[config.mk]
export PLATFORM = sky130hd
export DESIGN_NAME = alu_mdu
export DESIGN_NICKNAME = d
export VERILOG_FILES = /design/src/rtl/alu_mdu.sv
export SDC_FILE = /design/constraint.sdc
export NUM_CORES = 1
export LEC_CHECK = 0
export CORE_UTILIZATION = 30
export CTS_CLUSTER_DIAMETER = 100
export DETAILED_ROUTE_END_ITERATION = 16
export PLACE_DENSITY = 0.44
export SLEW_MARGIN = 20
export SYNTH_ARGS = -nofsm -noshare
export SYNTH_HDL_FRONTEND = slang
export SYNTH_SLANG_ARGS = --single-unit
[constraint.sdc]
create_clock -name clk -period 6.9 [get_ports clk]
set_input_delay 1.035 -clock clk [delete_from_list [all_inputs] [get_ports clk]]
set_output_delay 1.035 -clock clk [all_outputs]
set_load 0.02 [all_outputs]
[src/rtl/alu_mdu.sv]
// alu_mdu: single-cycle ALU plus iterative unsigned multiply/divide behind a valid/ready handshake
module alu_mdu #(
  parameter int WIDTH = 32,
  parameter int SHW = $clog2(WIDTH)
) (
  input  logic             clk,
  input  logic             rst_n,
  input  logic             in_valid,
  output logic             in_ready,
  input  logic [3:0]       op,
  input  logic [WIDTH-1:0] a,
  input  logic [WIDTH-1:0] b,
  output logic             out_valid,
  input  logic             out_ready,
  output logic [WIDTH-1:0] result,
  output logic [WIDTH-1:0] result_hi,
  output logic [4:0]       status
);
  localparam int CW = $clog2(WIDTH);
  localparam logic [3:0] OP_AND = 4'b0000, OP_OR = 4'b0001, OP_ADD = 4'b0010, OP_SLL = 4'b0011;
  localparam logic [3:0] OP_PASSA = 4'b0100, OP_XOR = 4'b0101, OP_SUB = 4'b0110, OP_SLT = 4'b0111;
  localparam logic [3:0] OP_SRL = 4'b1000, OP_SRA = 4'b1001, OP_MULU = 4'b1010, OP_DIVU = 4'b1011;
  typedef enum logic [1:0] {IDLE, MUL, DIV, DONE} state_t;
  state_t state, nstate;
  logic [WIDTH-1:0] m, hi, lo, hi_n, lo_n, sum, diff, s_res, s_hi;
  logic [WIDTH:0] ms, t, d;
  logic [CW-1:0] cnt;
  logic [SHW-1:0] sh;
  logic [4:0] s_st;
  logic last, ovf, is_mul, is_div;
  assign sh = b[SHW-1:0];
  assign sum = a + b;
  assign diff = a - b;
  assign last = cnt == CW'(WIDTH - 1);
  assign is_mul = op == OP_MULU;
  assign is_div = op == OP_DIVU;
  assign in_ready = rst_n && state == IDLE;
  assign out_valid = state == DONE;
  always_comb begin
    s_res = '0;
    s_hi = '0;
    ovf = 1'b0;
    case (op)
      OP_AND:   s_res = a & b;
      OP_OR:    s_res = a | b;
      OP_ADD: begin
        s_res = sum;
        ovf = a[WIDTH-1] == b[WIDTH-1] && sum[WIDTH-1] != a[WIDTH-1];
      end
      OP_SLL:   s_res = a << sh;
      OP_PASSA: s_res = a;
      OP_XOR:   s_res = a ^ b;
      OP_SUB: begin
        s_res = diff;
        ovf = a[WIDTH-1] != b[WIDTH-1] && diff[WIDTH-1] != a[WIDTH-1];
      end
      OP_SLT:   s_res = WIDTH'($signed(a) < $signed(b));
      OP_SRL:   s_res = a >> sh;
      OP_SRA:   s_res = WIDTH'($signed(a) >>> sh);
      // DIVU only completes here when the divisor is zero
      OP_DIVU: begin
        s_res = '1;
        s_hi = a;
      end
      default:  s_res = '0;
    endcase
    s_st = {op[3] & op[2], is_div, ovf, s_res == '0, s_res[WIDTH-1]};
  end
  // hi:lo is the shift-add accumulator in MUL and the remainder:quotient pair in DIV
  assign ms = {1'b0, hi} + (lo[0] ? {1'b0, m} : '0);
  assign t = {hi, lo[WIDTH-1]};
  assign d = t - {1'b0, m};
  assign hi_n = state == MUL ? ms[WIDTH:1] : d[WIDTH] ? t[WIDTH-1:0] : d[WIDTH-1:0];
  assign lo_n = state == MUL ? {ms[0], lo[WIDTH-1:1]} : {lo[WIDTH-2:0], ~d[WIDTH]};
  always_comb begin
    nstate = state;
    case (state)
      IDLE:     if (in_valid) nstate = is_mul ? MUL : (is_div && b != '0) ? DIV : DONE;
      MUL, DIV: if (last) nstate = DONE;
      DONE:     if (out_ready) nstate = IDLE;
      default:  nstate = IDLE;
    endcase
  end
  always_ff @(posedge clk or negedge rst_n)
    if (!rst_n) state <= IDLE;
    else state <= nstate;
  always_ff @(posedge clk or negedge rst_n)
    if (!rst_n) begin
      m <= '0;
      hi <= '0;
      lo <= '0;
      cnt <= '0;
      result <= '0;
      result_hi <= '0;
      status <= '0;
    end else if (state == IDLE && in_valid) begin
      m <= is_mul ? a : b;
      hi <= '0;
      lo <= is_mul ? b : a;
      cnt <= '0;
      result <= s_res;
      result_hi <= s_hi;
      status <= s_st;
    end else if (state == MUL || state == DIV) begin
      hi <= hi_n;
      lo <= lo_n;
      cnt <= cnt + CW'(1);
      if (last) begin
        result <= lo_n;
        result_hi <= hi_n;
        status <= {3'b000, lo_n == '0, lo_n[WIDTH-1]};
      end
    end
endmodule

== Word-level counts from Yosys, hierarchy flattened ==
Cells that the tools add are included.
Widths: inputs -> output; s select.

* Register bits after elaboration: 172
* Input port bits: 72
* Output and inout bits: 71
* Word-level logic and storage cells: 90

* Add/sub/neg operators: 5
* Magnitude comparators: 1
* Equality and inequality tests: 22
* Shifts and indexed selects: 3
* Mux-type cells: 30
* Bitwise logic cells: 5
* Reduce and logical (&&, ||, !) cells: 16

{| class="wikitable"
|+ Operator list
! operator !! count
|-
| $mux 32 || 17
|-
| $pmux 32 s11 || 1
|-
| $logic_not 32->1 || 2
|-
| $add 32x32->33 || 1
|-
| $sub 33x32->33 || 1
|-
| $add 32x32->32 || 1
|-
| $and 32x32->32 || 1
|-
| $lt 32x32->1 || 1
|-
| $or 32x32->32 || 1
|-
| $reduce_bool 32->1 || 1
|-
| $shl 32x5->32 || 1
|-
| $shr 32x5->32 || 1
|-
| $sshr 32x5->32 || 1
|-
| $sub 32x32->32 || 1
|-
| $xor 32x32->32 || 1
|-
| $mux 5 || 5
|-
| $eq 4x3->1 const B || 4
|-
| $eq 4x4->1 const B || 4
|-
| $eq 4x2->1 const B || 2
|-
| $mux 2 || 4
|-
| $pmux 2 s3 || 1
|-
| $add 5x1->5 const B || 1
|-
| $eq 5x5->1 const B || 1
|-
| $logic_and 1x1->1 || 5
|-
| other kinds (18) || 23
|}

== Longest topological paths before layout ==
Gate-level depths: netlist of run 1.

* Depth in word-level cells: 7
* Gate-level depth with buffers: 18
* Depth with buffers taken out: 15

== Worst setup path after synthesis of run 1 ==
Ideal clock, no wire load.

* Kind: input to register
* Start: input port b[3]
* End: register status[1]
* Library setup time: 80 ps
* Arrival: 4868 ps
* Data required time: 6820 ps
* Setup slack: 1952 ps
* Cell stages on the path: 18
* Path buffers: 5
* Path through: buf_2 clkinv_1 clkbuf_1 buf_1 clkbuf_1 ha_1 buf_2 nor3_2 o211ai_1 or2_1 a2111oi_4 o21a_1 o31ai_1 a221oi_1 o21ai_0 nor4_1 nand2_1 o211ai_2

* Cells in the longest elaborated chain, start to end: 4
* Elaborated cells on any way between the ends: 12
* Classes of those cells: add/sub: 2; order compare: 1; shift: 3; mux: 2; bitwise: 3; reduce/logical: 1

{| class="wikitable"
|+ Ends and longest elaborated chain
! element !! line !! text
|-
| start, declared || 12 || <nowiki>input logic [WIDTH-1:0] b,</nowiki>
|-
| $sub 32x32->32 (tied with other cells) || 33 || <nowiki>assign diff = a - b;</nowiki>
|-
| $pmux 32 s11 * || 43 || <nowiki>case (op)</nowiki>
|-
| $logic_not 32->1 * || 67 || <nowiki>s_st = {op[3] & op[2], is_div, ovf, s_res == '0, s_res[WIDTH-1]};</nowiki>
|-
| $mux 5 * || 96 || <nowiki>end else if (state == IDLE && in_valid) begin</nowiki>
|-
| end signal, assigned || 103 || <nowiki>status <= s_st;</nowiki>
|-
| end signal, assigned || 111 || <nowiki>status <= {3'b000, lo_n == '0, lo_n[WIDTH-1]};</nowiki>
|-
| end, declared || 17 || <nowiki>output logic [4:0] status</nowiki>
|}

Every way passes the cells marked *; elsewhere a longest branch is shown, timed or not.
A chain may end at the register's enable or synchronous reset.

== Worst setup path in the final report of run 1 ==
* Start: input port b[5]
* End: register status[1]

* Cells in the longest elaborated chain, start to end: 4
* Elaborated cells on any way between the ends: 9
* Classes of those cells: add/sub: 2; order compare: 1; mux: 2; bitwise: 3; reduce/logical: 1

{| class="wikitable"
|+ Ends and longest elaborated chain
! element !! line
|-
| $sub 32x32->32 (tied with other cells) || 33
|-
| $pmux 32 s11 * || 43
|-
| $logic_not 32->1 * || 67
|-
| $mux 5 * || 96
|}

Marked as above.

==> results of run 1 <==
-- area by class of cell --
cell class	count	area [µm²]
Clock buffer	19	452.9
Antenna cell	2	5.005
Fill cell	8311	50560
Tap cell	1040	1301
Clock inverter	13	130.1
Multi-Input combinational cell	2452	17810
Timing Repair Buffer	281	2500
Inverter	149	559.3
Sequential cell	171	4280
-- sequential cells by signal (all words and copies together), names as in the netlist --
name / flops
hi: 32
lo: 32
m: 32
result_hi: 32
result: 31
cnt: 5
status: 5
state: 2
-- worst max-delay path, stage by stage --
cell and delay, ns:
clkdlybuf4s50_1 0.92, inv_1 0.15, ha_1 0.78, nor3b_1 0.18, nor3_2 0.57, a21boi_0 0.27, o41ai_1 0.95, o21ai_0 0.39
mux2i_1 0.37, o211a_1 0.25, nand4_1 0.09, nor4_1 0.31, nand2_1 0.13, o211ai_2 0.17
-- through the flow --
| stage | setup TNS [ns] | setup WS (ns) | utilization, % | std cells |
|---|---|---|---|---|
| global route | 0 | 0.4333 | 34.84 | 4125 |
| floorplan | 0 | 1.952 | - | 3022 |
| finish | 0 | 0.6864 | 34.84 | 4127 |
| global placement | -0.01580 | -0.01580 | 34.03 | 4091 |
| detailed placement | 0 | 0.2749 | 34.04 | 4091 |
| CTS | 0 | 0.7439 | 34.79 | 4123 |
-- power breakdown --
part	switching [µW]	total, µW	internal, µW	leakage [µW]
Clock	490	987	497	0.000281
Sequential	500	2000	1500	0.00210
Combinational	4710	7700	2990	0.00871
-- cells in the final DEF, fill, tap and decap left out, drive strengths merged, types with 19 or more instances in the layout --
master           n
nand2          305
o21ai          230
nor2           227
a21oi          217
mux2i          209
ha             179
dfrtp          171
inv            151
buf            145
clkdlybuf4s50  135
o211ai         103
mux4            60
nor3            59
nand3           58
a211oi          46
and2            43
a21o            40
xnor2           38
nor2b           37
nor4            37
nand4           32
nand2b          31
o31ai           30
a31oi           30
mux2            30
o21a            25
a221oi          25
a2111oi         21
xor2            20
o22ai           20
clkbuf          20
o21bai          19
or2             19
-- layer usage --
layer	share of wire, %	vias up
met1	42	13007
met3	7.4	313
met5	0.0092	-
met2	45	1503
met4	6.1	2
li1	-	11360
-- path summary, 6_finish.rpt --
check	start	end	slack, ns	depth (start not counted)
worst max-delay path	b[5]	status[1]	0.69	14
worst min-delay path	status[3]	status[3]	0.49	1
worst max register to register	lo[0]	result_hi[29]	1.94	13
worst min register to register	status[3]	status[3]	0.49	1
max in group asynchronous	rst_n	lo[0]	4.34	3
min in group asynchronous	rst_n	cnt[2]	0.57	1
-- cells by family after synthesis --
family	Yosys count	synth area share, %
compound gates	984	28.03
mux	299	16.10
simple gates	928	18.91
flops	171	18.15
buf+inv	399	6.810
fa+ha+maj	183	9.841
xor+xnor	58	2.155
==> reports/results.tsv, run 1 <==
metric	value	unit
RSZ-0062 raised after global routing	no	
Critical Path Sink Type	flip-flop	
met3 Use GR	4.452	%
Initial Util	30.38	%
FMAX	160.9	MHz
met2 usage	56.39	%
IO Port Bufs	142	
pins over their slew limit	0	
total power	10690	µW
Commonest cells post-synth	nand2_1, o21ai_0, nor2_1, a21oi_1, mux2i_1	
Yosys cell types	93	
Synth area leader	dfrtp_1	
Synth area leaders	dfrtp_1, ha_1, mux2i_1	
core area	77590	µm²
share of cells above drive strength 1	10.92	%
Post-synth EDFFs	0	
crit path time final	6.214	ns
total wire length	142.0	mm
First-pass DRT Iterations	9	
Post-DP Area	26410	µm²
synth warn	0	
vias in the first global route	25189	
synthesis-stage register bit count	171	
DPL Wire Length	110.1	mm
Post-Syn Nets	3277	
PD cells	395.3	nW/µm²
drt via density	6.345	
Max Cap Viol	0	
worst vdd ir	0.2587	mV
mean post-synth cell area	7.800	µm²
Layout area overhead	14.69	%
Rows	102	
H-Tree Depth	4	
GR Layer Usage met1	46.22	%
via count	26185	
Worst-Margin Slew	1.272	ns
Async SR Flop Fraction	100.0	%
# setup viols final	0	
Chip Width	282.3	µm
Worst Path Max Fanout	18	
worst hold slack	0.4860	ns
global route overflow	0	
TritonCTS Buffers	17	
top_reg_cell synth	dfrtp_1	
clock skew	0.01238	ns
outcome	completed	
GR Util All Layers	35.23	%
Post-CTS Setup Repair Bufs	0	
CP required	7.29	ns
Final Cycle Share	90.05	%
initial antenna violation count	8	
Top Usage Layer GRT	met2	
Initial DRC Count	3205	
first-pass GRT wire length	198.7	mm
Final GP Congestion	1.074	
gate count of the mapped netlist	3022	
Worst Hold Class	flip-flop to flip-flop	
Skew-Pair Late Insertion Delay	0.46	ns
DRT antenna net count	0	
area fraction of the dominant cell type after synthesis	18.15	%
die area	79700	µm²
CP Class	input pin to flip-flop	
CTS tree	built	
Worst Setup Start Kind	input pin	
cts repair resizes	0	
CTS clock-pin slew for the worst setup and hold paths	0.08	ns
Num Clock Sinks	171	
Pleak	0.01110	µW
IO Pins	143	
sequential cell area fraction in the yosys report	18.15	%
wire length per cell	34.41	µm
Worst Path Arrival	6.60	ns
nets@finish	3327	
largest net degree at the start of global routing	91	
Syn Std Cell Area	23570	µm²
Root Driver	clkbuf_16	
Final Instance Area	27040	µm²
top-count cell post-synth	nand2_1	
die height	282.3	µm
final hold vios	0	
CTS Hold Bufs	0	
drt drc	0	
maximum buffer depth of the clock tree	2	
Slew HR	13.04	%
Note: power is estimated with default switching activity, not from simulation.
==> run 2: changes to the inputs <==
Settings changed: CORE_ASPECT_RATIO from default to 0.6.
Clock period 6.9 ns to 6.2 ns, I/O delays scaled along.
==> run 2 against run 1 <==
Compared with the run above:
- cell count is 1.7% higher
- sequential cell count stayed put
- critical path type unchanged
- clock power is 36% higher
- register-to-register slack worse by 0.62 ns
- hold slack worse by 0.060 ns
==> reports/results.tsv, run 2 (synthesis results as in run 1) <==
metric	value	unit	change
TritonCTS Buffers	25		+8
PD cells	454.2	nW/µm²	+15%
Slew HR	17.27	%	+4.2 points
IO Pins	143		unchanged
Worst Setup Start Kind	input pin		
worst vdd ir	0.4654	mV	+80%
DPL Wire Length	118.2	mm	+7.4%
die area	79740	µm²	about the same
pins over their slew limit	0		unchanged
Worst R2R Start	lo[31]		
Initial DRC Count	3765		+17%
most frequent cells in the layout	nand2_1, o21ai_0, nor2_1		
GR Util All Layers	36.85	%	+1.6 points
CTS Hold Bufs	0		unchanged
Worst R2R End	hi[31]		
worst hold slack	0.4262	ns	-0.05978 ns
clock skew	0.02962	ns	+0.01724 ns
Root Driver	clkbuf_16		
dpl ws	0.2291	ns	-0.04583 ns
setup ws final	0.5194	ns	-0.1671 ns
largest net degree at the start of global routing	77		-15%
total wire length	149.7	mm	+5.4%
RSZ-0062 raised after global routing	no		
drt via density	6.461		+1.8%
H-Tree Depth	4		unchanged
Post-CTS Setup Repair Bufs	0		unchanged
initial antenna violation count	14		+6
vias in the first global route	24866		-1.3%
core area	77590	µm²	about the same
Final Cycle Share	91.62	%	
# setup viols final	0		unchanged
FF-to-FF path depth	14		+1
Critical Path Sink Type	flip-flop		
outcome	completed		
CTS clock-pin slew for the worst setup and hold paths	0.07	ns	about the same
Rows	79		-23%
die height	219.1	µm	-22%
Layout area overhead	17.25	%	
Worst-Margin Slew	1.236	ns	-0.03506 ns
Worst Path Arrival	6.13	ns	-0.47 ns
CP endpoint	status[1]		
DRT antenna net count	0		unchanged
CTS tree	built		
Pleak	0.01146	µW	+3.3%
Final GP Congestion	1.080		+0.58%
drt drc	0		unchanged
CP required	6.65	ns	-0.64 ns
IO Port Bufs	142		unchanged
nets@finish	3394		+2.0%
wire length per cell	35.65	µm	+3.6%
launch point of the worst path	a[0]		
Skew-Pair Late Insertion Delay	0.53	ns	+0.07 ns
Post-Layout Cell Count	4199		+1.7%
Num Clock Sinks	171		unchanged
first-pass GRT wire length	205.6	mm	+3.5%
crit path time final	5.681	ns	
final hold vios	0		unchanged
Worst Path Max Fanout	10		-8
FMAX	176.0	MHz	
commonest non-fill, non-tap cell in the layout	nand2_1		
via count	27131		+3.6%
First-pass DRT Iterations	6		-3
final core utilization	35.62	%	+0.78 points
Chip Width	363.9	µm	+29%
Max Cap Viol	0		unchanged
share of cells above drive strength 1	12.56	%	+1.6 points
Initial Util	30.38	%	about the same
Worst Hold Class	input pin to asynchronous set/reset pin		
setup TNS	0	ns	unchanged
Inst Count DP	4165		+1.8%
cts repair resizes	0		unchanged
global route overflow	0		unchanged
r2r setup slk	1.32	ns	-0.62 ns
maximum buffer depth of the clock tree	3		+1
CP Class	input pin to flip-flop		
run 2: cell count changes in the layout (fill, tap and decap cells not counted), moves of 2 or more:
cell,delta
buf_4,+59
clkinv_4,-3
clkbuf_16,+8
clkinv_8,-2
nor2_2,+2
inv_8,-3
run 2: final cells by class:
type	instances	area (µm²)
diodes	2	5.005
clock buffers	28	666.9
clock inverters	4	51.30
fillers	8166	49960
inverters	149	559.3
multi-input cells	2452	17810
flip-flops and latches	171	4279
well taps	1053	1318
repair buffers	340	2952
run 2: metal layers:
layer  vias up  track usage, %  routed length, µm
li1      11498               -                  -
met1     13706           58.44              72960
met2      1759           46.48              53960
met3       158           12.55              20060
met4        10           5.373               2541
met5         -          0.9804                165
run 2: worst min path at each step:
stage / to / slack (ns) / depth (start not counted) / start
floorplan: m[10] / 0.46 / 2 / m[10]
global placement: result_hi[1] / 0.47 / 2 / result_hi[1]
detailed placement: result_hi[1] / 0.48 / 2 / result_hi[1]
CTS: cnt[1] / 0.41 / 1 / rst_n
global route: cnt[0] / 0.43 / 1 / rst_n
finish: cnt[2] / 0.43 / 1 / rst_n
run 2: report_power, final:
part	internal [µW]	leakage (µW)	switching [µW]
sequential	1670	0.00210	549
clock	799	0.000352	537
combinational	3420	0.00900	5580
run 2: critical path, stage by stage:
cell and delay [ns]:
clkdlybuf4s50_1 1.03, inv_1 0.22, ha_1 0.31, fa_1 0.43
o21ba_2 0.29, nand2b_1 0.33, a21boi_0 0.32, nor2_1 0.12
a221oi_1 0.61, o2111ai_1 0.26, nor3b_1 0.44, nand4_1 0.16
nor4_1 0.30, buf_4 0.16, nand2_1 0.06, o211ai_2 0.16
run 2: per-stage QoR:
step / area, µm² / power (µW)
CTS: 27630 / 12330
global route: 27630 / 13360
global placement: 26900 / 10880
detailed placement: 26910 / 10940
finish: 27640 / 12550
floorplan: 23570 / 7799
